==> src/rtl/xadc_drp_arbiter.sv <==
// Two-port round-robin arbiter/sequencer for the shared XADC DRP: one DRP access per accepted request.
// Latency: accept at T -> den at T+1 -> rsp at T+3 earliest, T+2+TIMEOUT_CYCLES on timeout.
// Backpressure: req_ready only in IDLE for the granted port; responses are single-cycle pulses with no backpressure.
module xadc_drp_arbiter #(
    parameter int ADDR_WIDTH     = 7,
    parameter int DATA_WIDTH     = 16,
    parameter int TIMEOUT_CYCLES = 64
) (
    input  logic                  xadc_dclk,
    input  logic                  xadc_reset_n,

    input  logic                  m0_req_valid,
    output logic                  m0_req_ready,
    input  logic [ADDR_WIDTH-1:0] m0_req_addr,
    input  logic                  m0_req_we,
    input  logic [DATA_WIDTH-1:0] m0_req_wdata,
    output logic                  m0_rsp_valid,
    output logic [DATA_WIDTH-1:0] m0_rsp_data,
    output logic                  m0_rsp_err,

    input  logic                  m1_req_valid,
    output logic                  m1_req_ready,
    input  logic [ADDR_WIDTH-1:0] m1_req_addr,
    input  logic                  m1_req_we,
    input  logic [DATA_WIDTH-1:0] m1_req_wdata,
    output logic                  m1_rsp_valid,
    output logic [DATA_WIDTH-1:0] m1_rsp_data,
    output logic                  m1_rsp_err,

    output logic [ADDR_WIDTH-1:0] xadc_daddr,
    output logic                  xadc_den,
    output logic                  xadc_dwe,
    output logic [DATA_WIDTH-1:0] xadc_di,
    input  logic                  xadc_drdy,
    input  logic [DATA_WIDTH-1:0] xadc_do,

    output logic                  busy
);

    localparam int CW = (TIMEOUT_CYCLES > 2) ? $clog2(TIMEOUT_CYCLES) : 1;
    localparam logic [CW-1:0] CNT_LAST = CW'(TIMEOUT_CYCLES - 1);

    typedef enum logic [1:0] {S_IDLE, S_ISSUE, S_WAIT, S_RESP} state_t;

    state_t          state;
    logic            last_grant;
    logic            owner;
    logic [CW-1:0]   cnt;
    logic            grant;
    logic            grant_vld;
    logic            accept;
    logic            wait_done;
    logic [DATA_WIDTH-1:0] rsp_d;
    logic            rsp_e;

    // Tie goes to the port that did not win last time.
    always_comb begin
        grant_vld = m0_req_valid | m1_req_valid;
        grant     = (m0_req_valid && m1_req_valid) ? ~last_grant : m1_req_valid;
        accept    = (state == S_IDLE) && grant_vld;
        wait_done = xadc_drdy || (cnt == CNT_LAST);
        rsp_d     = (xadc_drdy && !xadc_dwe) ? xadc_do : '0;
        rsp_e     = !xadc_drdy;
    end

    assign m0_req_ready = accept && !grant;
    assign m1_req_ready = accept &&  grant;

    always_ff @(posedge xadc_dclk or negedge xadc_reset_n) begin
        if (!xadc_reset_n) begin
            state        <= S_IDLE;
            last_grant   <= 1'b1;
            owner        <= 1'b0;
            cnt          <= '0;
            busy         <= 1'b0;
            xadc_den     <= 1'b0;
            xadc_dwe     <= 1'b0;
            xadc_daddr   <= '0;
            xadc_di      <= '0;
            m0_rsp_valid <= 1'b0;
            m0_rsp_data  <= '0;
            m0_rsp_err   <= 1'b0;
            m1_rsp_valid <= 1'b0;
            m1_rsp_data  <= '0;
            m1_rsp_err   <= 1'b0;
        end else begin
            xadc_den     <= 1'b0;
            m0_rsp_valid <= 1'b0;
            m1_rsp_valid <= 1'b0;
            case (state)
                S_IDLE: begin
                    if (accept) begin
                        owner      <= grant;
                        last_grant <= grant;
                        xadc_daddr <= grant ? m1_req_addr  : m0_req_addr;
                        xadc_dwe   <= grant ? m1_req_we    : m0_req_we;
                        xadc_di    <= grant ? m1_req_wdata : m0_req_wdata;
                        xadc_den   <= 1'b1;
                        busy       <= 1'b1;
                        state      <= S_ISSUE;
                    end
                end
                S_ISSUE: begin
                    cnt   <= '0;
                    state <= S_WAIT;
                end
                S_WAIT: begin
                    cnt <= cnt + CW'(1);
                    // drdy takes priority over a timeout landing in the same cycle.
                    if (wait_done) begin
                        if (owner) begin
                            m1_rsp_valid <= 1'b1;
                            m1_rsp_data  <= rsp_d;
                            m1_rsp_err   <= rsp_e;
                        end else begin
                            m0_rsp_valid <= 1'b1;
                            m0_rsp_data  <= rsp_d;
                            m0_rsp_err   <= rsp_e;
                        end
                        state <= S_RESP;
                    end
                end
                S_RESP: begin
                    busy  <= 1'b0;
                    state <= S_IDLE;
                end
                default: state <= S_IDLE;
            endcase
        end
    end

endmodule

==> config.mk <==
export PLATFORM = sky130hd
export DESIGN_NAME = xadc_drp_arbiter
export DESIGN_NICKNAME = d
export VERILOG_FILES = /design/src/rtl/xadc_drp_arbiter.sv
export SDC_FILE = /design/constraint.sdc
export NUM_CORES = 1
export LEC_CHECK = 0
export BUFFER_PORTS_ARGS = -buffer_cell sky130_fd_sc_hd__buf_2
export CORE_MARGIN = 2
export CORE_UTILIZATION = 40
export DETAILED_ROUTE_END_ITERATION = 10
export GPL_TIMING_DRIVEN = 0
export PLACE_DENSITY = 0.7
export RECOVER_POWER = 100
export SYNTH_ARGS = -nofsm -noshare
export SYNTH_HDL_FRONTEND = slang
export SYNTH_SLANG_ARGS = --single-unit
export TNS_END_PERCENT = 30
==> constraint.sdc <==
create_clock -name xadc_dclk -period 2.75 [get_ports xadc_dclk]
set_clock_uncertainty 0.1 [all_clocks]
set_input_delay 0.275 -clock xadc_dclk [delete_from_list [all_inputs] [get_ports xadc_dclk]]
set_output_delay 0.275 -clock xadc_dclk [all_outputs]
set_load 0.01 [all_outputs]
# Word-level counts from Yosys, hierarchy flattened
# Index checks and enable logic that the tools add are counted.
op_classes:
  bitwise: 3
  n_eq_ne: 6
  reduce_logical: 17
  add_sub_neg: 1
  n_mux: 19
op_table:
  columns: ["cell", "n"]
  rows:
  - ["$mux 16", 2]
  - ["$pmux 6 s2", 1]
  - ["$mux 1", 11]
  - ["$pmux 2 s4", 1]
  - ["$mux 7", 1]
  - ["$add 6x1->6 const B", 1]
  - ["$eq 6x6->1 const B", 1]
  - ["$reduce_and 2->1", 3]
  - ["$reduce_and 3->1", 2]
  - ["$logic_and 1x1->1", 5]
  - ["$eq 2x2->1 const B", 2]
  - ["$mux 2", 2]
  - ["$ne 2x2->1 const B", 2]
  - ["$reduce_bool 2->1", 2]
  - ["$logic_not 1->1", 3]
  - ["$eq 2x1->1 const B", 1]
  - ["$logic_not 2->1", 1]
  - ["$not 1->1", 2]
  - ["$pmux 1 s2", 1]
  - ["$logic_or 1x1->1", 1]
  - ["$or 1x1->1", 1]
totals:
  register_bits: 72
  word_cells: 61
  in_bits: 69

# Logic depth before layout (Yosys ltp)
logic_depth:
  ltp_word: 4
  mapped_depth: 8

# Worst setup path before layout
# Ideal clock, no wire load.
synth_timing:
  kind: "reg2reg"
  startpoint: "register state[0]"
  endpoint: "register state[1]"
  stages_incl_launch_ff: 7
  arrival_time_ns: 1.469
  required_time_ns: 2.522
  path_slack_ns: 1.053
  n_path_buf: 0
  period_less_slack_ns: 1.697
  path_cell_list: "dfrtp_1 -> inv_1 -> ha_1 -> nor3b_1 -> a31o_1 -> a31oi_1 -> mux2_1"
synth_between:
  elab_chain_cells: 4
  elab_cells_between_ends: 9
  cone_classes: "5 x eq/ne; 1 x mux; 3 x reduce/logical"
synth_lines:
  columns: ["element", "line", "source"]
  rows:
  - ["start, declared", "45", "state_t state;"]
  - ["start signal, assigned", "71", "state <= S_IDLE;"]
  - ["start signal, assigned", "100", "state <= S_ISSUE;"]
  - ["start signal, assigned", "105", "state <= S_WAIT;"]
  - ["$logic_not 2->1", "60, 90", null]
  - ["$logic_and 1x1->1", "60", "accept = (state == S_IDLE) && grant_vld;"]
  - ["$ne 2x2->1 (no source line)", null, null]
  - ["$reduce_and 2->1 (no source line)", null, null]
# Parallel ways exist; a longest one is shown, timed or not.
# A chain may end at the register's enable or synchronous reset.

# Worst setup path after layout
layout_timing:
  startpoint: "register state[0]"
  endpoint: "register m1_rsp_data[7]"
layout_between:
  elab_chain_cells: 2
layout_lines:
  columns: ["element", "line", "source"]
  rows:
  - ["$eq 2x2->1", "90", "case (state)"]
  - ["$reduce_and 3->1 (no source line)", null, null]
  - ["end signal, assigned", "113", "m1_rsp_data <= rsp_d;"]
  - ["end, declared", "27", "output logic [DATA_WIDTH-1:0] m1_rsp_data,"]
# Every way passes these cells.

==> impl_metrics.json <==
{
  "grt_usage_pct": 18.1,
  "violations": "max-capacitance violations, max-slew violations",
  "first_iter_violations": 175,
  "maxCapViolCount": 1,
  "worst_slew_pin_slew_ns": 1.73,
  "fin_cells": 476,
  "clkLatencyLatePin_ns": 0.34,
  "area_growth_syn_to_layout_pct": 30.5,
  "routed_via_density": 5.37,
  "synth_seq_cells": 72,
  "status": "finished, violations left",
  "synth_cells": 228,
  "drc_errors": 0,
  "initial_core_util_pct": 40.9,
  "nets": 446,
  "routed_wl_um": 7360,
  "drive_gt1_share_pct": 27.1,
  "path_class": "register to register",
  "fp.dieArea_um2": 8030,
  "synth_top_area_share_pct": 60.6,
  "die_y_um": 89.6,
  "pin_count": 133,
  "synth_edf_count": 0,
  "intPower_mw": 2.68,
  "p_leak_nw": 1.90,
  "place_congestion": 0.768,
  "grt.overflow.total": 0,
  "htreeDepth": 3,
  "vias": 2554,
  "wl_per_cell_um": 15.5,
  "r2r_start": "state[0]",
  "cts_made_buffers": 9,
  "clock.fmax_mhz": 407,
  "fin_ws_ns": 0.294,
  "clockBufferDepth": 2,
  "hp-class": "input port to register",
  "root_buffer": "clkbuf_8",
  "cp.arrival_ns": 2.59,
  "die_x_um": 89.6,
  "peakVddDrop_mv": 0.547,
  "placed_cells": 459,
  "cts_tree": "done",
  "synth_top_flop_cell": "dfrtp_1",
  "fillCellCount": 680,
  "rsz0062_at_grt": "false",
  "hold_violations": 0,
  "layout_min_cycle_time_ns": 2.46,
  "setup_violations": 0,
  "utilization_pct": 53.3,
  "final_common_cell": "buf_2",
  "end_kind": "register",
  "crit_start": "state[0]",
  "fin_crit_sh_pct": 89.3,
  "syn-num-nets": 302,
  "layout_common_cells": "75 x buf_2, 71 x dfrtp_1, 69 x clkbuf_1",
  "maxSlewViolCount": 73,
  "power.density_nw_per_um2": 1150,
  "synth.distinct_cells": 35,
  "swShare_pct": 39.0,
  "synth_warnings": 0,
  "port_buffers": 132,
  "grt_max_degree": 73,
  "tns_ns": 0,
  "synth_area_um2": 2930,
  "async_flop_share_pct": 100,
  "avgSynthCellArea_um2": 12.9,
  "yosys.area.top_type": "dfrtp_1",
  "placed_area_um2": 3720,
  "synth_area_leaders": "dfrtp_1 61%, a32o_1 11%, a222oi_1 8.2%",
  "pwr-share-clk_pct": 19.3,
  "clk_pin_slew_ns": 0.09,
  "first_pass_iters": 7,
  "crit_required_ns": 2.89,
  "antennaDiodeCount": 0,
  "grt_pass1_wl_um": 11000,
  "hpwl_um": 5220,
  "ant_nets": 0,
  "post_cts_buffers": 0,
  "startpoint_type": "register",
  "final_area_um2": 3830,
  "clkSinkCount": 72,
  "hp-start": "m0_req_wdata[2]",
  "combPwrFrac_pct": 39.5,
  "power_frac_seq_pct": 41.2,
  "core_region_area_um2": 7180,
  "yosysSeqAreaShare_pct": 61.5,
  "slew_headroom_pct": -15.1,
  "rows": 31,
  "antenna_found_initial": 0,
  "power_switching_mw": 1.71,
  "pre_cts_slack_ns": 0.769,
  "critPathMaxFanout": 10,
  "grt_pass1_vias": 2292
}
kinds of logic (layout without fill, tap and decap cells):
family / Yosys count / count (layout) / share of synthesized area [%]
buffers and inverters: 50 / 199 / 7.55
XOR/XNOR: 1 / 1 / 0.299
flip-flops: 72 / 72 / 61.5
AO/OA/AOI/OAI: 77 / 77 / 23.9
AND/OR/NAND/NOR: 21 / 21 / 3.84
multiplexers: 2 / 2 / 0.726
adder cells (fa/ha/maj): 5 / 5 / 2.13
per-layer routing:
metal | vias up | wire (um) | global-route usage, %
met5 | - | 0 | 0
met4 | 0 | 114 | 6.78
met3 | 13 | 669 | 5.03
met2 | 128 | 3410 | 26.9
met1 | 1248 | 3160 | 25.3
li1 | 1165 | - | -
sequential cells by signal, indices dropped and copies added, names as in the netlist, 2 cells and up:
name and flops:
xadc_di 16, m0_rsp_data 16, cnt 6, m1_rsp_data 16, state 2, xadc_daddr 7
area by class of cell:
cell class / count / area, um2 / share of cell area (%)
clock buffer: 9 / 124 / 3.24
clock inverter: 7 / 78.8 / 2.06
tap: 99 / 124 / 3.24
inverter: 34 / 128 / 3.34
buffer: 16 / 76.3 / 1.99
multi-input combinational: 106 / 900 / 23.5
sequential: 72 / 1800 / 47.1
timing repair buffer: 133 / 593 / 15.5
worst paths after layout:
path,cells after the start,endpoint,slack [ns]
worst max-delay path,8,m1_rsp_data[7],0.29
worst min-delay path,3,xadc_di[2],0.04
worst max register to register,8,m1_rsp_data[7],0.29
worst min register to register,1,m1_rsp_data[3],0.40
max in group asynchronous,2,cnt[4],0.70
min in group asynchronous,2,m0_rsp_data[1],0.82
power groups by stage:
stage	clock network, mW	registers, mW	logic (mW)
2_1_floorplan	0	1.99	0.951
4_1_cts	0.867	1.80	1.90
3_5_place_dp	0	1.81	1.90
6_report	0.849	1.81	1.73
5_1_grt	0.920	1.86	1.95
3_3_place_gp	0	1.79	1.85
synth_stat cells, types with 2 or more instances:
cell / instances
dfrtp_1: 71
inv_1: 33
a32o_1: 32
a222oi_1: 24
buf_2: 12
nand2_1: 8
a21oi_1: 5
ha_1: 5
o21ai_0: 4
a21o_1: 3
buf_4: 3
a21oi_2: 2
nand3_1: 2
nor2_1: 2
o21ai_2: 2
what timing repair did:
| item | 4_1_cts | 5_1_grt |
|---|---|---|
| hold buffers | 1 | 0 |
| gates resized for setup | 0 | 0 |
| hold endpoints to repair | 64 | 0 |
critical path, cell delays in order, from the launching register on:
cell,delay [ns]
dfrtp_1,0.40
inv_1,0.11
ha_1,0.15
clkbuf_1,0.32
and2_0,0.18
buf_4,0.17
o21ai_0,0.38
buf_4,0.33
a32o_1,0.21
metrics by stage:
step / hold slack, ns / total power [mW]
final: 0.0404 / 4.39
after CTS: 0.0324 / 4.56
after global placement: 0.368 / 3.64
after detailed placement: 0.359 / 3.70
after global routing: 0.0253 / 4.74
after floorplan: -0.121 / 2.94
Note: power is estimated with default switching activity, not from simulation.
